===== src/rtl/lamp_fpu_exp_pow_seq.sv =====
`default_nettype none
// ============================================================================
// Module      : lamp_fpu_exp_pow_seq
// Description : Issuing-side sequencer that computes y = x^n for a bfloat16
//               base x and an unsigned integer exponent n. It uses
//               right-to-left square-and-multiply. Every multiply is issued
//               to an external FPU as a single FPU_MUL transaction: opcode
//               issue, a wait for result-valid, then a padv release.
// Ports       : clk, rst (async, active-low)
//               start_i, x_i, n_i, rndMode_i     - operation request
//               fpu_opcode_o, fpu_rndMode_o,
//               fpu_op1_o, fpu_op2_o,
//               fpu_flush_o, fpu_padv_o          - FPU issue side
//               fpu_result_i, fpu_isResultValid_i - FPU result side
//               result_o, done_o, busy_o,
//               error_o, op_cnt_o                - status / result
// Revision    : 1.0 - initial release
// ============================================================================
module lamp_fpu_exp_pow_seq #(
    parameter int N_W         = 8,
    parameter int TIMEOUT_CYC = 64,
    parameter int DW          = 16
) (
    input  logic            clk,
    input  logic            rst,
    input  logic            start_i,
    input  logic [DW-1:0]   x_i,
    input  logic [N_W-1:0]  n_i,
    input  logic [2:0]      rndMode_i,
    output logic [3:0]      fpu_opcode_o,
    output logic [2:0]      fpu_rndMode_o,
    output logic [DW-1:0]   fpu_op1_o,
    output logic [DW-1:0]   fpu_op2_o,
    output logic            fpu_flush_o,
    output logic            fpu_padv_o,
    input  logic [DW-1:0]   fpu_result_i,
    input  logic            fpu_isResultValid_i,
    output logic [DW-1:0]   result_o,
    output logic            done_o,
    output logic            busy_o,
    output logic            error_o,
    output logic [N_W:0]    op_cnt_o
);

    // FPU opcode / rounding-mode encodings of the LAMP FPU top.
    localparam logic [3:0] FPU_IDLE            = 4'd0;
    localparam logic [3:0] FPU_MUL             = 4'd5;
    localparam logic [2:0] FPU_RNDMODE_NEAREST = 3'd0;

    localparam logic [DW-1:0] C_ONE  = DW'(16'h3F80);
    localparam logic [DW-1:0] C_QNAN = DW'(16'h7FC0);

    localparam int            TMO_W    = $clog2(TIMEOUT_CYC + 1);
    localparam logic [TMO_W-1:0] C_TMO_LAST = TMO_W'(TIMEOUT_CYC - 1);
    localparam logic [TMO_W-1:0] C_TMO_ONE  = TMO_W'(1);
    localparam logic [N_W:0]     C_CNT_ONE  = (N_W+1)'(1);

    localparam logic [2:0] S_IDLE   = 3'd0;
    localparam logic [2:0] S_DECIDE = 3'd1;
    localparam logic [2:0] S_ISSUE  = 3'd2;
    localparam logic [2:0] S_WAIT   = 3'd3;
    localparam logic [2:0] S_ACK    = 3'd4;
    localparam logic [2:0] S_DONE   = 3'd5;

    localparam logic PH_MUL = 1'b0;
    localparam logic PH_SQR = 1'b1;

    logic [2:0]       state_q,  state_d;
    logic [DW-1:0]    acc_q,    acc_d;
    logic [DW-1:0]    base_q,   base_d;
    logic [N_W-1:0]   e_q,      e_d;
    logic             phase_q,  phase_d;
    logic [TMO_W-1:0] tmo_q,    tmo_d;
    logic [DW-1:0]    op1_q,    op1_d;
    logic [DW-1:0]    op2_q,    op2_d;
    logic [DW-1:0]    result_q, result_d;
    logic             error_q,  error_d;
    logic [N_W:0]     cnt_q,    cnt_d;
    logic [2:0]       rnd_q,    rnd_d;

    always_comb begin
        state_d  = state_q;
        acc_d    = acc_q;
        base_d   = base_q;
        e_d      = e_q;
        phase_d  = phase_q;
        tmo_d    = tmo_q;
        op1_d    = op1_q;
        op2_d    = op2_q;
        result_d = result_q;
        error_d  = error_q;
        cnt_d    = cnt_q;
        rnd_d    = rnd_q;

        case (state_q)
            S_IDLE: begin
                if (start_i) begin
                    acc_d   = C_ONE;
                    base_d  = x_i;
                    e_d     = n_i;
                    phase_d = PH_MUL;
                    cnt_d   = '0;
                    error_d = 1'b0;
                    rnd_d   = rndMode_i;
                    state_d = S_DECIDE;
                end
            end

            S_DECIDE: begin
                if (phase_q == PH_MUL) begin
                    if (e_q == '0) begin
                        result_d = acc_q;
                        state_d  = S_DONE;
                    end else if (e_q[0]) begin
                        op1_d   = acc_q;
                        op2_d   = base_q;
                        state_d = S_ISSUE;
                    end else begin
                        // Even remaining exponent: no multiply, go square.
                        phase_d = PH_SQR;
                    end
                end else begin
                    // The base is only squared while higher exponent bits
                    // remain; the last square would be wasted work.
                    e_d = e_q >> 1;
                    if ((e_q >> 1) == '0) begin
                        result_d = acc_q;
                        state_d  = S_DONE;
                    end else begin
                        op1_d   = base_q;
                        op2_d   = base_q;
                        state_d = S_ISSUE;
                    end
                end
            end

            S_ISSUE: begin
                cnt_d   = cnt_q + C_CNT_ONE;
                tmo_d   = '0;
                state_d = S_WAIT;
            end

            S_WAIT: begin
                // A result arriving on the timeout cycle still wins.
                if (fpu_isResultValid_i) begin
                    if (phase_q == PH_MUL) begin
                        acc_d = fpu_result_i;
                    end else begin
                        base_d = fpu_result_i;
                    end
                    state_d = S_ACK;
                end else if (tmo_q == C_TMO_LAST) begin
                    error_d  = 1'b1;
                    result_d = C_QNAN;
                    state_d  = S_DONE;
                end else begin
                    tmo_d = tmo_q + C_TMO_ONE;
                end
            end

            S_ACK: begin
                phase_d = ~phase_q;
                state_d = S_DECIDE;
            end

            S_DONE: begin
                state_d = S_IDLE;
            end

            default: begin
                state_d = S_IDLE;
            end
        endcase
    end

    always_ff @(posedge clk or negedge rst) begin
        if (!rst) begin
            state_q  <= S_IDLE;
            acc_q    <= '0;
            base_q   <= '0;
            e_q      <= '0;
            phase_q  <= PH_MUL;
            tmo_q    <= '0;
            op1_q    <= '0;
            op2_q    <= '0;
            result_q <= '0;
            error_q  <= 1'b0;
            cnt_q    <= '0;
            rnd_q    <= FPU_RNDMODE_NEAREST;
        end else begin
            state_q  <= state_d;
            acc_q    <= acc_d;
            base_q   <= base_d;
            e_q      <= e_d;
            phase_q  <= phase_d;
            tmo_q    <= tmo_d;
            op1_q    <= op1_d;
            op2_q    <= op2_d;
            result_q <= result_d;
            error_q  <= error_d;
            cnt_q    <= cnt_d;
            rnd_q    <= rnd_d;
        end
    end

    assign fpu_opcode_o  = (state_q == S_ISSUE) ? FPU_MUL : FPU_IDLE;
    assign fpu_rndMode_o = rnd_q;
    assign fpu_op1_o     = op1_q;
    assign fpu_op2_o     = op2_q;
    assign fpu_flush_o   = 1'b0;
    assign fpu_padv_o    = (state_q == S_ACK);
    assign result_o      = result_q;
    assign done_o        = (state_q == S_DONE);
    assign busy_o        = (state_q != S_IDLE);
    assign error_o       = error_q;
    assign op_cnt_o      = cnt_q;

endmodule
`default_nettype wire


===== config.mk =====
export PLATFORM = sky130hd
export DESIGN_NAME = lamp_fpu_exp_pow_seq
export DESIGN_NICKNAME = d
export VERILOG_FILES = /design/src/rtl/lamp_fpu_exp_pow_seq.sv
export SDC_FILE = /design/constraint.sdc
export NUM_CORES = 1
export LEC_CHECK = 0
export ABC_AREA = 1
export CAP_MARGIN = 0
export CORE_ASPECT_RATIO = 1.25
export CORE_MARGIN = 5
export CORE_UTILIZATION = 40
export CTS_CLUSTER_SIZE = 20
export DETAILED_ROUTE_END_ITERATION = 16
export PLACE_DENSITY = 0.65
export SLEW_MARGIN = 40
export SYNTH_ARGS = -nofsm -noshare
export SYNTH_HDL_FRONTEND = slang
export SYNTH_SLANG_ARGS = --single-unit

===== constraint.sdc =====
create_clock -name clk -period 1.9 [get_ports clk]
set_clock_uncertainty 0.2 [all_clocks]
set_input_delay 0.38 -clock clk [delete_from_list [all_inputs] [get_ports clk]]
set_output_delay 0.38 -clock clk [all_outputs]
set_load 0.05 [all_outputs]

==> impl_metrics.json, run 1 <==
{
  "cp-endpoint": "fpu_padv_o",
  "synth_area_leaders": "dfrtp_1 (51%), nand2_1 (14%), o21ai_1 (4.7%)",
  "remaining_drc_errors": 0,
  "period_needed_ns": 1.890,
  "swShare_pct": 49.27,
  "drtAntennaViolNets": 0,
  "cp.arrival_ns": 1.31,
  "critPathMaxStageDelay_ns": 0.47,
  "clock-root-buffer": "clkbuf_16",
  "fill_cells": 1227,
  "grt_max_degree": 65,
  "core_area_um2": 13630,
  "drive_above_1_share_pct": 23.74,
  "gp_congestion": 0.8786,
  "ys_seq_area_share_pct": 50.97,
  "grt.overflow.total": 0,
  "htreeDepth": 3,
  "via_per_inst": 4.968,
  "powerDensity_nw_per_um2": 1988,
  "path_class": "register to primary output",
  "cts_buffers": 9,
  "synth_top_area_share_pct": 50.97,
  "dp_hpwl_mm": 10.50,
  "setup_tns_ns": 0,
  "synth.distinct_cells": 35,
  "finalInstanceArea_um2": 7425,
  "pwr-share-clk_pct": 12.6,
  "timing.rr.start": "state_q[0]",
  "initialDrtViolationCount": 276,
  "ys_async_sr_fraction_pct": 100.0,
  "die_w_um": 114.9,
  "die_height_um": 141.1,
  "pin_count": 116,
  "antenna_found_initial": 0,
  "clock.fmax_mhz": 529.2,
  "rows": 48,
  "seqPwrFrac_pct": 27.2,
  "syn_inst": 667,
  "synth.avg_cell_area_um2": 8.244,
  "hold_ws_ns": 0.2788,
  "slew_violations": 0,
  "leakage_nw": 3.634,
  "hp-class": "register to register",
  "status": "finished, final reports clean",
  "rsz0062_at_grt": "yes",
  "worst-path-max-fanout": 5,
  "grt_pass1_vias": 4816,
  "placed_cell_area_um2": 6942,
  "startpoint_type": "register",
  "yosys_warnings": 0,
  "report.final.setup_viol": 0,
  "clock_tree.buffer_depth": 2,
  "power.internal_mw": 7.487,
  "synth_common_cells": "nand2_1 (202), dfrtp_1 (112), inv_1 (58), o21ai_1 (52), o21ai_0 (48)",
  "cts_tree": "yes",
  "min_period_over_period_pct": 99.46,
  "syn_area_um2": 5499,
  "cap_violations": 0,
  "nNetsFinal": 840,
  "grt_usage_pct": 17.77,
  "clock_latency_ns": 0.35,
  "comb_power_share_pct": 60.2,
  "dr.pass1.iters": 5,
  "hold_viol": 0,
  "cp.required_ns": 1.32,
  "drt_wl_total_mm": 14.72,
  "ys_ff_latch": 112,
  "grt_pass1_wl_mm": 23.25,
  "start_util_pct": 40.34,
  "critPathSlowestCell": "dfrtp_2",
  "dieArea_um2": 16210,
  "clock_sinks": 112,
  "syn_to_final_growth_pct": 35.02,
  "path_cells": "inv_2 > nand2_4 > nor2_4 > buf_12",
  "num_antenna_cells": 0,
  "synth-edff-count": 0,
  "r2r_end": "acc_q[8]",
  "critPathCaptureType": "primary output",
  "switchingPower_mw": 7.271,
  "num_vias": 4824,
  "wire_per_inst_um": 15.16,
  "synthFlopType": "dfrtp_1",
  "synth_most_common_cell": "nand2_1",
  "r2r_setup_slack_ns": 0.09,
  "io_buffer_count": 112,
  "yosys.area.top_type": "dfrtp_1",
  "cp-startpoint": "state_q[1]",
  "path_clk_slew_ns": 0.08,
  "reg2reg_depth": 9,
  "ir_worst_vdd_v": 0.001052
}
-- cell families after synthesis --
kind of cell               after synthesis  synth area share, %
and+or+nand+nor                        327                26.89
AOI/OAI and AO/OA                      122                12.63
DFF                                    112                50.97
buffers and inverters                  101                8.669
xor gates and xnor gates                 2               0.3186
adders and majority gates                2               0.4550
other                                    1              0.06819
-- placed cells by master (no fill, tap or decap), types with 3 or more instances in the layout --
master,netlist,routed
buf_12,0,25
buf_4,7,70
clkbuf_16,0,11
clkdlybuf4s50_1,0,45
clkinv_4,0,3
conb_1,1,3
dfrtp_1,112,109
dfrtp_2,0,3
inv_1,58,56
inv_2,7,5
inv_6,1,3
nand2_1,202,201
nand2_2,15,15
nand2_4,3,4
nand3_1,19,18
nand3_4,2,4
nand4_1,19,19
nor2_1,46,44
nor2_2,2,3
o21ai_0,48,47
o21ai_1,52,53
o21ai_2,16,16
or2_2,9,9
-- power by group through the flow --
stage / clock [mW] / combinational (mW) / sequential [mW]
floorplan: 0 / 4.39 / 5.48
global placement: 0 / 8.29 / 4.04
detailed placement: 0 / 8.45 / 4.06
CTS: 1.90 / 8.56 / 4.02
global route: 2.00 / 9.65 / 4.13
finish: 1.87 / 8.88 / 4.01
-- state kept, by name, summed over array words and instances (netlist names) --
signal and flops:
fpu_op1_o 16, tmo_q 7, fpu_op2_o 16, acc_q 16
e_q 8, state_q 3, result_o 16, base_q 16
op_cnt_o 9, fpu_rndMode_o 3, phase_q 1, error_o 1
-- per-stage QoR --
step,total power [mW],util [%],std cells,setup WS [ns]
after floorplan,9.872,-,669,0.01288
after global placement,12.33,50.92,943,0.008317
after detailed placement,12.51,50.92,943,-0.03695
after CTS,14.48,53.41,962,-0.002403
after global routing,15.78,54.46,971,-0.03845
final,14.76,54.46,971,0.01019
-- metal layers --
metal | share of wire [%] | up-vias | GRT usage (%) | wire length, um
li1 | - | 2373 | - | -
met1 | 40 | 2280 | 21.33 | 5958
met2 | 51 | 147 | 31.13 | 7498
met3 | 6.0 | 24 | 3.564 | 890
met4 | 2.5 | 0 | 6.613 | 373
met5 | 0 | - | 0 | 0
-- how the worst min path moves through the flow --
stage,slack (ns),end,depth (start not counted),from
after floorplan,-0.12,acc_q[0],0,rst
after CTS,0.28,result_o[14],2,result_o[14]
final,0.28,result_o[14],2,result_o[14]
after detailed placement,0.16,acc_q[9],1,rst
after global routing,0.31,result_o[1],2,result_o[1]
after global placement,0.16,acc_q[9],1,rst
-- layout make-up --
cell class | instances | area (um^2) | area share (%)
Sequential cell | 112 | 2806 | 37.80
Multi-Input combinational cell | 457 | 2280 | 30.70
Timing Repair Buffer | 145 | 1559 | 21.00
Inverter | 66 | 269.0 | 3.623
Clock buffer | 9 | 225.2 | 3.033
Tap cell | 175 | 219.0 | 2.949
Clock inverter | 7 | 66.31 | 0.8932
-- timing repair --
item | 4_1_cts | 5_1_grt
endpoints found under the setup margin | 7 | 44
buffers inserted | 2 | 6
hold buffers | 1 | 0
resized for setup | 8 | 12
pin swaps | 0 | 2
hold endpoints to repair | 27 | 0
gates cloned | 0 | 3
-- worst max-delay path: cells and delay by family (launching register included) --
kind	cells	cell delay, ns
buffers and inverters	2	0.26
flip-flops	1	0.47
AND/OR/NAND/NOR	2	0.22
No activity file was read; power rests on OpenSTA's default activity.
==> run 2, diff against run 1 <==
Settings changed: TNS_END_PERCENT set to 5.
==> run 2 against run 1 <==
Net effect: sequential cell count unchanged; non-clock buffer count up 1; first-iteration DRC count down 7.6%; largest power group unchanged; worst hold slack better by 0.0029 ns; highest routed layer is now met5; cell count unchanged; register-to-register slack about the same; largest cell class unchanged; worst setup slack better by 0.012 ns; critical path depth down 1; combinational power up 0.8%.
==> impl_metrics.json, run 2 (synthesized netlist as in run 1, its figures left out) <==
{
  "critPathMaxStageDelay_ns": 0.47,
  "period_needed_ns": 1.878,
  "drtAntennaViolNets": 0,
  "gp_congestion": 0.8913,
  "cts_buffers": 9,
  "crit_buf_inv": 1,
  "clock_sinks": 112,
  "htreeDepth": 3,
  "grt_max_degree": 35,
  "nNetsFinal": 840,
  "num_vias": 4758,
  "clock-root-buffer": "clkbuf_16",
  "start_util_pct": 40.34,
  "io_buffer_count": 112,
  "leakage_nw": 3.652,
  "clock.fmax_mhz": 532.4,
  "ir_worst_vdd_v": 0.001483,
  "rsz0062_at_grt": "yes",
  "placedCellCount": 946,
  "wire_per_inst_um": 14.81,
  "clock_latency_ns": 0.35,
  "cts_tree": "yes",
  "initialDrtViolationCount": 255,
  "num_antenna_cells": 0,
  "core_area_um2": 13630,
  "status": "finished, final reports clean",
  "cap_violations": 0,
  "fill_cells": 1222,
  "die_w_um": 114.9,
  "slew_violations": 0,
  "via_per_inst": 4.900,
  "dp_hpwl_mm": 10.75,
  "hold_ws_ns": 0.2817,
  "final-instance-count-excl-fill": 971,
  "cp.arrival_ns": 1.30,
  "startpoint_type": "register",
  "powerDensity_nw_per_um2": 1991,
  "critPathTopFamily": "flip-flops",
  "hp-class": "register to register",
  "dieArea_um2": 16210,
  "grt_pass1_wl_mm": 23.08,
  "report.final.setup_viol": 0,
  "path_class": "register to primary output",
  "drt_wl_total_mm": 14.38,
  "die_height_um": 141.1,
  "final_common_cell": "nand2_1",
  "drive_above_1_share_pct": 23.87,
  "path_cells": "nor2_2 > nand2_4 > buf_12",
  "pin_count": 116,
  "cp.required_ns": 1.32,
  "finalInstanceArea_um2": 7425,
  "pre_cts_ws_ns": -0.02381,
  "grt.overflow.total": 0,
  "critPathSlowestCell": "dfrtp_2",
  "syn_to_final_growth_pct": 35.02,
  "worst-path-max-fanout": 5,
  "rows": 48,
  "grt_usage_pct": 17.81,
  "hold_viol": 0,
  "dr.pass1.iters": 5,
  "setup_ws_ns": 0.02182,
  "min_period_over_period_pct": 98.85,
  "remaining_drc_errors": 0,
  "clock_tree.buffer_depth": 2,
  "grt_pass1_vias": 4743,
  "antenna_found_initial": 1,
  "path_clk_slew_ns": 0.08,
  "placed_cell_area_um2": 6985,
  "setup_tns_ns": 0,
  "critPathCaptureType": "primary output",
  "final_cell_mix": "nand2_1 (200), dfrtp_1 (108), buf_4 (70), inv_1 (56), o21ai_1 (53)"
}
[run 2: path summary, 6_finish.rpt]
| kind | start | end | slack, ns | cells after the start |
|---|---|---|---|---|
| setup / recovery | state_q[1] | busy_o | 0.02 | 3 |
| hold / removal | result_o[1] | result_o[1] | 0.28 | 2 |
| setup reg to reg | state_q[0] | acc_q[7] | 0.08 | 9 |
| hold reg to reg | result_o[1] | result_o[1] | 0.28 | 2 |
| max in group asynchronous | rst | state_q[0] | 0.67 | 3 |
| min in group asynchronous | rst | result_o[12] | 0.29 | 2 |
[run 2: layout make-up]
class	count	area, um^2	share of cell area (%)
clock buffers	10	229.0	3.084
clock inverters	6	52.55	0.7078
inverters	66	262.8	3.539
multi-input cells	456	2257	30.40
flip-flops and latches	112	2808	37.82
well taps	175	219.0	2.949
repair buffers	146	1597	21.50
[run 2: repair_timing]
action	in CTS	in global routing
cloned	0	2
gates resized for setup	7	14
setup endpoints to repair	5	60
hold endpoints to repair	22	0
buffers inserted	5	1
hold buffers	1	0
pin swaps	1	2
[run 2: worst min-delay path: stages, from the launching register on]
cell and delay [ns]:
dfrtp_1 0.35, nand2_1 0.05, nand2_1 0.05
[run 2: power by group]
group	switching [mW]	internal (mW)	leakage, nW
combinational	5.63	3.32	2.08
sequential	0.625	3.38	1.43
clock	0.909	0.915	0.137
[run 2: stage by stage]
| stage | utilization [%] | total power [mW] |
|---|---|---|
| floorplan | - | 9.857 |
| CTS | 53.76 | 14.56 |
| global placement | 51.24 | 12.45 |
| finish | 54.46 | 14.78 |
| global route | 54.46 | 15.80 |
| detailed placement | 51.24 | 12.62 |
[run 2: per-layer routing]
metal,track usage (%),part of all wire (%)
met4,5.130,1.3
met1,21.92,40
met3,3.650,7.0
met2,31.31,51
met5,0,0.076
